===== src/rtl/hd_bitops_pkg.sv =====
// Shared opcode encoding and widths for the hd_bitops pipelined bit-manipulation unit.
package hd_bitops_pkg;

    localparam int OP_W = 3;

    typedef enum logic [OP_W-1:0] {
        OP_ADD     = 3'd0,
        OP_CLR_LSB = 3'd1,
        OP_TZ_MASK = 3'd2,
        OP_ISO_LSB = 3'd3,
        OP_SET_LZ  = 3'd4,
        OP_AVG     = 3'd5,
        OP_MAXU    = 3'd6,
        OP_ABSDIFF = 3'd7
    } op_e;

endpackage


===== src/rtl/hd_bitops_alu.sv =====
// Purely combinational bit-manipulation ALU: (op, a, b) -> (y, flag), all arithmetic modulo 2^WIDTH.
// Usable standalone as a combinational benchmark netlist.
module hd_bitops_alu
    import hd_bitops_pkg::*;
#(
    parameter int WIDTH = 8
) (
    input  op_e              op,
    input  logic [WIDTH-1:0] a,
    input  logic [WIDTH-1:0] b,
    output logic [WIDTH-1:0] y,
    output logic             flag
);

    localparam logic [WIDTH-1:0] ONE = WIDTH'(1);

    logic [WIDTH:0]   sum;
    logic [WIDTH-1:0] a_dec;
    logic [WIDTH-1:0] a_inc;
    logic [WIDTH-1:0] a_neg;
    logic             a_zero;
    logic             a_ones;
    logic             a_ge_b;

    assign sum    = {1'b0, a} + {1'b0, b};
    assign a_dec  = a - ONE;
    assign a_inc  = a + ONE;
    assign a_neg  = ~a + ONE;
    assign a_zero = (a == '0);
    assign a_ones = (a == '1);
    assign a_ge_b = (a >= b);

    always_comb begin
        y    = '0;
        flag = 1'b0;
        case (op)
            OP_ADD: begin
                y    = sum[WIDTH-1:0];
                flag = sum[WIDTH];
            end
            OP_CLR_LSB: begin
                y    = a & a_dec;
                flag = a_zero;
            end
            OP_TZ_MASK: begin
                y    = a ^ a_dec;
                flag = a_zero;
            end
            OP_ISO_LSB: begin
                y    = a & a_neg;
                flag = a_zero;
            end
            OP_SET_LZ: begin
                y    = a | a_inc;
                flag = a_ones;
            end
            OP_AVG: begin
                // Overflow-free floor((a+b)/2); flag marks the dropped half.
                y    = (a & b) + ((a ^ b) >> 1);
                flag = a[0] ^ b[0];
            end
            OP_MAXU: begin
                y    = a_ge_b ? a : b;
                flag = a_ge_b;
            end
            OP_ABSDIFF: begin
                y    = a_ge_b ? (a - b) : (b - a);
                flag = ~a_ge_b;
            end
            default: begin
                y    = '0;
                flag = 1'b0;
            end
        endcase
    end

endmodule


===== src/rtl/hd_bitops_pipe.sv =====
// Two-stage registered wrapper around hd_bitops_alu with full valid/ready backpressure.
// S1 holds the accepted request; S2 holds the ALU result and drives out_*.
module hd_bitops_pipe
    import hd_bitops_pkg::*;
#(
    parameter int WIDTH = 8
) (
    input  logic             clk,
    input  logic             rst_n,
    input  logic             in_valid,
    output logic             in_ready,
    input  logic [OP_W-1:0]  in_op,
    input  logic [WIDTH-1:0] in_a,
    input  logic [WIDTH-1:0] in_b,
    output logic             out_valid,
    input  logic             out_ready,
    output logic [WIDTH-1:0] out_y,
    output logic             out_flag
);

    // Handshake: a transfer happens on a rising edge where valid & ready are both high;
    // valid never waits on ready, and the payload is held stable while valid & ~ready.
    logic             s1_v;
    op_e              s1_op;
    logic [WIDTH-1:0] s1_a;
    logic [WIDTH-1:0] s1_b;

    logic             s2_v;
    logic [WIDTH-1:0] s2_y;
    logic             s2_flag;

    logic             s2_adv;
    logic             in_fire;
    logic [WIDTH-1:0] alu_y;
    logic             alu_flag;

    assign s2_adv   = s1_v & (~s2_v | out_ready);
    assign in_ready = ~s1_v | s2_adv;
    assign in_fire  = in_valid & in_ready;

    hd_bitops_alu #(
        .WIDTH (WIDTH)
    ) u_alu (
        .op   (s1_op),
        .a    (s1_a),
        .b    (s1_b),
        .y    (alu_y),
        .flag (alu_flag)
    );

    always_ff @(posedge clk or negedge rst_n) begin
        if (!rst_n) begin
            s1_v  <= 1'b0;
            s1_op <= OP_ADD;
            s1_a  <= '0;
            s1_b  <= '0;
        end else begin
            if (in_fire) begin
                s1_v  <= 1'b1;
                s1_op <= op_e'(in_op);
                s1_a  <= in_a;
                s1_b  <= in_b;
            end else if (s2_adv) begin
                s1_v  <= 1'b0;
            end
        end
    end

    // Data registers only load on advance; a drained stage keeps its last payload.
    always_ff @(posedge clk or negedge rst_n) begin
        if (!rst_n) begin
            s2_v    <= 1'b0;
            s2_y    <= '0;
            s2_flag <= 1'b0;
        end else begin
            if (s2_adv) begin
                s2_v    <= 1'b1;
                s2_y    <= alu_y;
                s2_flag <= alu_flag;
            end else if (out_ready) begin
                s2_v    <= 1'b0;
            end
        end
    end

    assign out_valid = s2_v;
    assign out_y     = s2_y;
    assign out_flag  = s2_flag;

endmodule


===== config.mk =====
export PLATFORM = sky130hd
export DESIGN_NAME = hd_bitops_pipe
export DESIGN_NICKNAME = d
export VERILOG_FILES = /design/src/rtl/hd_bitops_pkg.sv /design/src/rtl/hd_bitops_alu.sv /design/src/rtl/hd_bitops_pipe.sv
export SDC_FILE = /design/constraint.sdc
export NUM_CORES = 1
export LEC_CHECK = 0
export BUFFER_PORTS_ARGS = -buffer_cell sky130_fd_sc_hd__buf_2
export CORE_MARGIN = 1.5
export CORE_UTILIZATION = 40
export DETAILED_ROUTE_END_ITERATION = 6
export PLACE_DENSITY = 0.64
export SLEW_MARGIN = 20
export SYNTH_ARGS = -nofsm -noshare
export SYNTH_HDL_FRONTEND = slang
export SYNTH_SLANG_ARGS = --single-unit

===== constraint.sdc =====
create_clock -name clk -period 4.2 [get_ports clk]
set_clock_uncertainty 0.05 [all_clocks]
set_input_delay 0.63 -clock clk [delete_from_list [all_inputs] [get_ports clk]]
set_output_delay 0.63 -clock clk [all_outputs]
set_load 0.005 [all_outputs]

======== After elaboration in Yosys (flattened, before gate mapping) ========
Index checks and enable logic that the tools add are counted.
cells by class
  add/sub/neg operators ................... 7
  order comparisons ....................... 1
  equality and inequality tests ........... 8
  mux-type cells .......................... 8
  bitwise logic cells ..................... 15
  reduce and logical (&&, ||, !) cells .... 5
operators by type and width
  operator             count
  $pmux 8 s8           1
  $and 8x8->8          3
  $add 8x1->8 const B  2
  $mux 8               2
  $sub 8x8->8          2
  $xor 8x8->8          2
  $eq 3x3->1 const B   4
  $add 8x8->9          1
  $add 8x7->8          1
  $eq 8x8->1 const B   1
  $ge 8x8->1           1
  $logic_not 8->1      1
  $not 8->8            1
  $or 8x8->8           1
  $sub 8x1->8 const B  1
  $eq 3x2->1 const B   2
  $pmux 1 s6           1
  $mux 1               4
  $reduce_bool 2->1    2
  $eq 3x1->1 const B   1
  $logic_not 3->1      1
  $not 1->1            3
  $reduce_or 3->1      1
  $and 1x1->1          2
  2 further kinds      3
word-level totals
  flip-flop bits (word level) ............. 30
  output and inout bits ................... 11

======== Longest topological paths before layout ========
  word-level depth ........................ 6
  mapped depth ............................ 12

======== Hierarchy ========
Synthesis repeated with hierarchy kept, for this count alone.
unflattened totals
  cells, all modules ...................... 364
  area, all modules ....................... 3344.5 um^2
modules (own cells, without submodules)
  module          times used  cells an instance  area each (um^2)
  hd_bitops_alu   1           299                2154.6
  hd_bitops_pipe  1           65                 1189.9

======== Worst setup path after synthesis ========
OpenSTA, ideal clock, no wires.
  kind .................................... flip-flop to flip-flop
  start ................................... register s1_a[1]
  end ..................................... register s2_y[4] (netlist: out_y[4])
  setup time .............................. 0.131 ns
  arrival time ............................ 2.587 ns
  required time ........................... 4.019 ns
  setup slack ............................. 1.432 ns
  stages on the path, launching flop included .. 12
  path buffers ............................ 0
  cell sequence ........................... dfrtp_1 -> inv_1 -> ha_1 -> inv_1 -> ha_1 -> fa_1 -> nor2b_1 -> o21ai_0 -> a21oi_1 -> a211o_1 -> a311oi_1 -> o22ai_1
between the ends
  cells in the longest elaborated chain, start to end .. 4
  elaborated cells between the ends (all ways) .. 18
  those cells by class .................... 7 x add/sub; 1 x order compare; 3 x mux; 7 x bitwise
RTL lines
  element                 RTL line              source
  start, declared         hd_bitops_pipe.sv:25  logic [WIDTH-1:0] s1_a;
  start signal, assigned  hd_bitops_pipe.sv:61  s1_a <= in_a;
  $not 8->8               hd_bitops_alu.sv:28   assign a_neg = ~a + ONE;
  $add 8x1->8             hd_bitops_alu.sv:28
  $and 8x8->8             hd_bitops_alu.sv:50   y = a & a_neg;
  $pmux 8 s8 (*)          hd_bitops_alu.sv:36   case (op)
  end signal, assigned    hd_bitops_pipe.sv:78  s2_y <= alu_y;
  end, declared           hd_bitops_pipe.sv:29  logic [WIDTH-1:0] s2_y;
Every way passes the cells marked *; elsewhere a longest branch is shown, timed or not.
A chain may end at the register's enable or synchronous reset.

======== Final worst setup path ========
Same ends and word-level chain as after synthesis.

==> qor.log <==
[run] number of max-cap violations 0
[detailed_routing] average wire per standard cell 18.43 um
[yosys] fraction of the yosys area taken by sequential cells 23.24%
[yosys] number of storage elements in the synthesis netlist 30
[setup_path] biggest fanout along the worst timing path 12
[sta] Worst-Margin Slew 0.8723 ns
[clock_network] setup fix buffers added after clock tree synthesis 0
[yosys] Yosys cell types 61
[setup_path] critical path type register to register
[setup_path] critical path data arrival time 3.47 ns
[yosys] area share of and/or/nand/nor cells after synthesis 16.77%
[yosys] EDFF count, synth 0
[detailed_routing] total wire length 9.381 mm
[clock_network] Worst-Skew Late Latency 0.30 ns
[yosys] total standard cell area after synthesis 0.003231 mm2
[power] Combinational Power Share 56.0%
[clock_network] clock-pin slew on the worst setup and hold paths 0.07 ns
[grt] Global Route Usage Sum 23.03%
[detailed_routing] Via density 6.028
[yosys] share of async-settable or async-resettable flops after synthesis 100.0%
[die] y dimension of the die 92.87 um
[grt] number of antenna violations at the first check in global routing 0
[setup_path] Reg-to-Reg End out_y[4]$_DFFE_PN0P_
[sta] Period Utilization, post-route 79.71%
[min_path] class of the most critical hold timing path input pin to async pin
[final_layout] signed area change from the synthesized netlist to the final layout 10.53%
[grt] global-route wire length before repair 15.38 mm
[detailed_routing] violation count after the first detailed-routing iteration 327
[final_layout] fraction of layout cells with a size suffix above 1 18.92%
[setup_path] gate family responsible for the most delay along the worst path adder cells
[grt] pin count of the biggest net entering global routing 31
[power] leakage 1.557 nW
[grt] gr ovfl total 0
[die] starting density of the core 41.59%
[power] Power Internal 0.8605 mW
[final_layout] cell area after layout 0.003571 mm2
[setup_path] number of logic stages on the critical path including buffering 11
[setup_path] worst reg2reg path startpoint s1_a[1]$_DFFE_PN0P_
[clock_network] # H-tree levels 2
[outcome] status completed
[die] CORE AREA 0.007767 mm2
[power] power density cells 449.9 mW/mm2
[setup_path] cell count of the worst reg-to-reg path 11
[sta] unrepaired setup endpoints after global routing no
[setup_path] cell type of the slowest stage on the worst timing path sky130_fd_sc_hd__dfrtp_1
[setup_path] register-to-register path setup slack 0.85 ns
[placement] HPWL reported at the end of detailed placement 6.978 mm
[sta] final number of hold-violating endpoints 0
[setup_path] combined buffer and inverter count along the critical path 2
[clock_network] cts repair resizes 0
[yosys] Synth Net Count 444
[clock_network] TritonCTS clock tree yes
[placement] Port-buffer cells 33
[clock_network] clock buffer count from CTS 5
[yosys] XOR/XNOR Fraction of Synth Area 3.253%
[power] switching power share of the total 46.43%
[setup_path] delay of the slowest critical-path stage 0.63 ns
[clock_network] # hold bufs at CTS 0
[clock_network] buffer depth of the longest clock path 2
[placement] final weighted congestion in routability-driven placement 0.9626
[yosys] synthesized-area fraction occupied by ao, oa, aoi and oai cells 24.21%
[yosys] Most used DFF post-synth sky130_fd_sc_hd__dfrtp_1
[die] num rows 32
[sta] final setup violating endpoints 0
[grt] via count of the first global-routing pass 2,974
[setup_path] critical path required time 4.32 ns
[clock_network] CTS root buffer sky130_fd_sc_hd__clkbuf_8
[yosys] post-synthesis adder-cell area fraction 18.98%
[sta] final slew viol count 0
[final_layout] Antenna Diode Count 0
[sta] final period demand of the worst path 3.348 ns
[sta] TNS Setup 0 ns
[placement] DP Area 0.003480 mm2
[yosys] average footprint of a synthesized cell 8.547 um2
[setup_path] chain of cells forming the critical path inv_1 > ha_1 > inv_1 > ha_1 > fa_1 > nor2b_1 > o21ai_0 > a21oi_1 > a211o_1 > a311oi_1 > o22ai_1
[setup_path] critical path startpoint category register
[final_layout] net total in the final layout 472
[power] share of power burned in the clock network 16.2%
[power] Worst VDD drop 182.6 uV
[die] Chip Width 92.87 um
[yosys] largest family of logic cells by synthesized area compound AO/OA/AOI/OAI gates
[sta] headroom to the max-slew limit 41.71%
[power] power share of the sequential group 27.8%
[detailed_routing] vias after detailed routing 3,068
[die] IO Count 34
[detailed_routing] number of nets with antenna violations after routing 0
[die] Total Die Area 0.008625 mm2
[detailed_routing] detailed-route DRC error count 0
[detailed_routing] first-pass detailed-route iteration total 5
[yosys] Synth warnings 0
[yosys] synthesized instance count 378
[clock_network] number of sinks on the clock net 30
[power] net switching power 0.7459 mW
[setup_path] endpoint class of the critical path register
[sta] Max Fclk 0.2987 GHz
[yosys] multiplexer fraction of the synthesized cell area 7.552%
-- per-layer routing --
metal	up-vias	wire (um)	track usage (%)
met5	-	0	0
met4	0	226	7.702
met3	20	625	3.284
met2	133	4293	35.64
met1	1478	4235	32.72
li1	1437	-	-
-- worst max path at each step --
stage	slack, ns	endpoint	from
2_1_floorplan	1.43	out_y[4]$_DFFE_PN0P_	s1_a[1]$_DFFE_PN0P_
3_3_place_gp	0.90	out_y[4]$_DFFE_PN0P_	s1_a[1]$_DFFE_PN0P_
3_5_place_dp	0.89	out_y[4]$_DFFE_PN0P_	s1_a[1]$_DFFE_PN0P_
4_1_cts	0.89	out_y[4]$_DFFE_PN0P_	s1_a[1]$_DFFE_PN0P_
5_1_grt	0.66	out_y[4]$_DFFE_PN0P_	s1_a[1]$_DFFE_PN0P_
6_report	0.85	out_y[4]$_DFFE_PN0P_	s1_a[1]$_DFFE_PN0P_
-- cells by family after synthesis --
family          after synthesis
simple gates                102
mux                          22
compound gates              121
fa+ha+maj                    43
xor+xnor                     12
flops                        30
buf+inv                      48
-- power by group through the flow --
stage               Sequential (mW)  Combinational (mW)  Clock [mW]
CTS                           0.447               0.883       0.266
detailed placement            0.454               0.876           0
finish                        0.447               0.899       0.260
floorplan                     0.413               0.662           0
global route                  0.460               0.999       0.275
global placement              0.451               0.872           0
-- layout by cell type, fill, tap and decap left out, types with 4 or more instances in the layout --
cell type / synthesis / final
sky130_fd_sc_hd__fa_1: 10 / 10
sky130_fd_sc_hd__o21ai_1: 6 / 6
sky130_fd_sc_hd__xnor2_1: 10 / 10
sky130_fd_sc_hd__mux2_2: 19 / 19
sky130_fd_sc_hd__o22ai_1: 7 / 7
sky130_fd_sc_hd__ha_1: 33 / 33
sky130_fd_sc_hd__nor2_1: 18 / 18
sky130_fd_sc_hd__nand2b_1: 8 / 8
sky130_fd_sc_hd__o21ai_0: 19 / 19
sky130_fd_sc_hd__a31oi_1: 11 / 11
sky130_fd_sc_hd__clkbuf_8: 0 / 6
sky130_fd_sc_hd__nand2_1: 24 / 24
sky130_fd_sc_hd__o31ai_1: 4 / 4
sky130_fd_sc_hd__dfrtp_1: 30 / 30
sky130_fd_sc_hd__nand3_1: 7 / 7
sky130_fd_sc_hd__buf_2: 5 / 33
sky130_fd_sc_hd__nand4_1: 5 / 5
sky130_fd_sc_hd__buf_4: 0 / 4
sky130_fd_sc_hd__a311oi_1: 5 / 5
sky130_fd_sc_hd__and3_1: 7 / 7
sky130_fd_sc_hd__a21oi_1: 37 / 37
sky130_fd_sc_hd__inv_1: 30 / 30
sky130_fd_sc_hd__nor3_1: 11 / 11
-- worst register-to-register path, cell delays in order (launching register included) --
cell and delay (ns):
sky130_fd_sc_hd__dfrtp_1 0.63, sky130_fd_sc_hd__inv_1 0.27, sky130_fd_sc_hd__ha_1 0.42, sky130_fd_sc_hd__inv_1 0.08, sky130_fd_sc_hd__ha_1 0.22, sky130_fd_sc_hd__fa_1 0.41, sky130_fd_sc_hd__nor2b_1 0.15, sky130_fd_sc_hd__o21ai_0 0.18
sky130_fd_sc_hd__a21oi_1 0.09, sky130_fd_sc_hd__a211o_1 0.32, sky130_fd_sc_hd__a311oi_1 0.30, sky130_fd_sc_hd__o22ai_1 0.11
-- final cells by class --
class	count	area, um2
clock buffer	7	86.33
clock inverter	1	5.005
fill	802	4197
inverter	32	120.1
multi-input combinational	300	2286
sequential	30	750.7
tap	102	127.6
timing repair buffer	37	195.2
-- synthesized netlist by cell type, drive strengths merged, types with 3 or more instances --
cell type | number | area (um2)
nor4 | 3 | 25.02
o31ai | 5 | 42.54
and3 | 7 | 43.79
or3 | 3 | 23.77
nor2 | 18 | 67.56
fa | 10 | 200.2
mux2i | 3 | 30.03
clkbuf | 10 | 37.54
xnor2 | 10 | 87.58
nor3 | 11 | 55.05
nand4 | 5 | 31.28
o21ai | 25 | 125.1
a311oi | 5 | 43.79
nand2 | 24 | 90.09
a21oi | 37 | 185.2
inv | 31 | 116.4
mux2 | 19 | 214.0
nand3b | 3 | 22.52
nand3 | 7 | 35.03
o221ai | 3 | 26.28
buf | 6 | 36.28
ha | 33 | 412.9
nand2b | 8 | 50.05
o21a | 3 | 22.52
o22ai | 8 | 56.30
a31oi | 12 | 81.33
dfrtp | 30 | 750.7
a21o | 3 | 22.52
a31o | 3 | 26.28
-- state kept, by name, summed over array words and instances, names as in the netlist --
| signal | cells |
|---|---|
| s1_a | 8 |
| out_y | 8 |
| out_flag | 1 |
| s1_v | 1 |
| s1_b | 8 |
| out_valid | 1 |
| s1_op | 3 |
-- metrics by stage --
step	instances	utilization [%]	hold slack (ns)	worst slack (ns)	power (mW)
floorplan	378	-	0.2844	1.432	1.075
global placement	501	44.80	0.4254	0.8974	1.323
detailed placement	501	44.80	0.4313	0.8931	1.329
CTS	509	45.97	0.3620	0.8861	1.597
global route	509	45.97	0.4011	0.6592	1.735
finish	509	45.97	0.3241	0.8522	1.606
(Power assumes the default switching activity.)
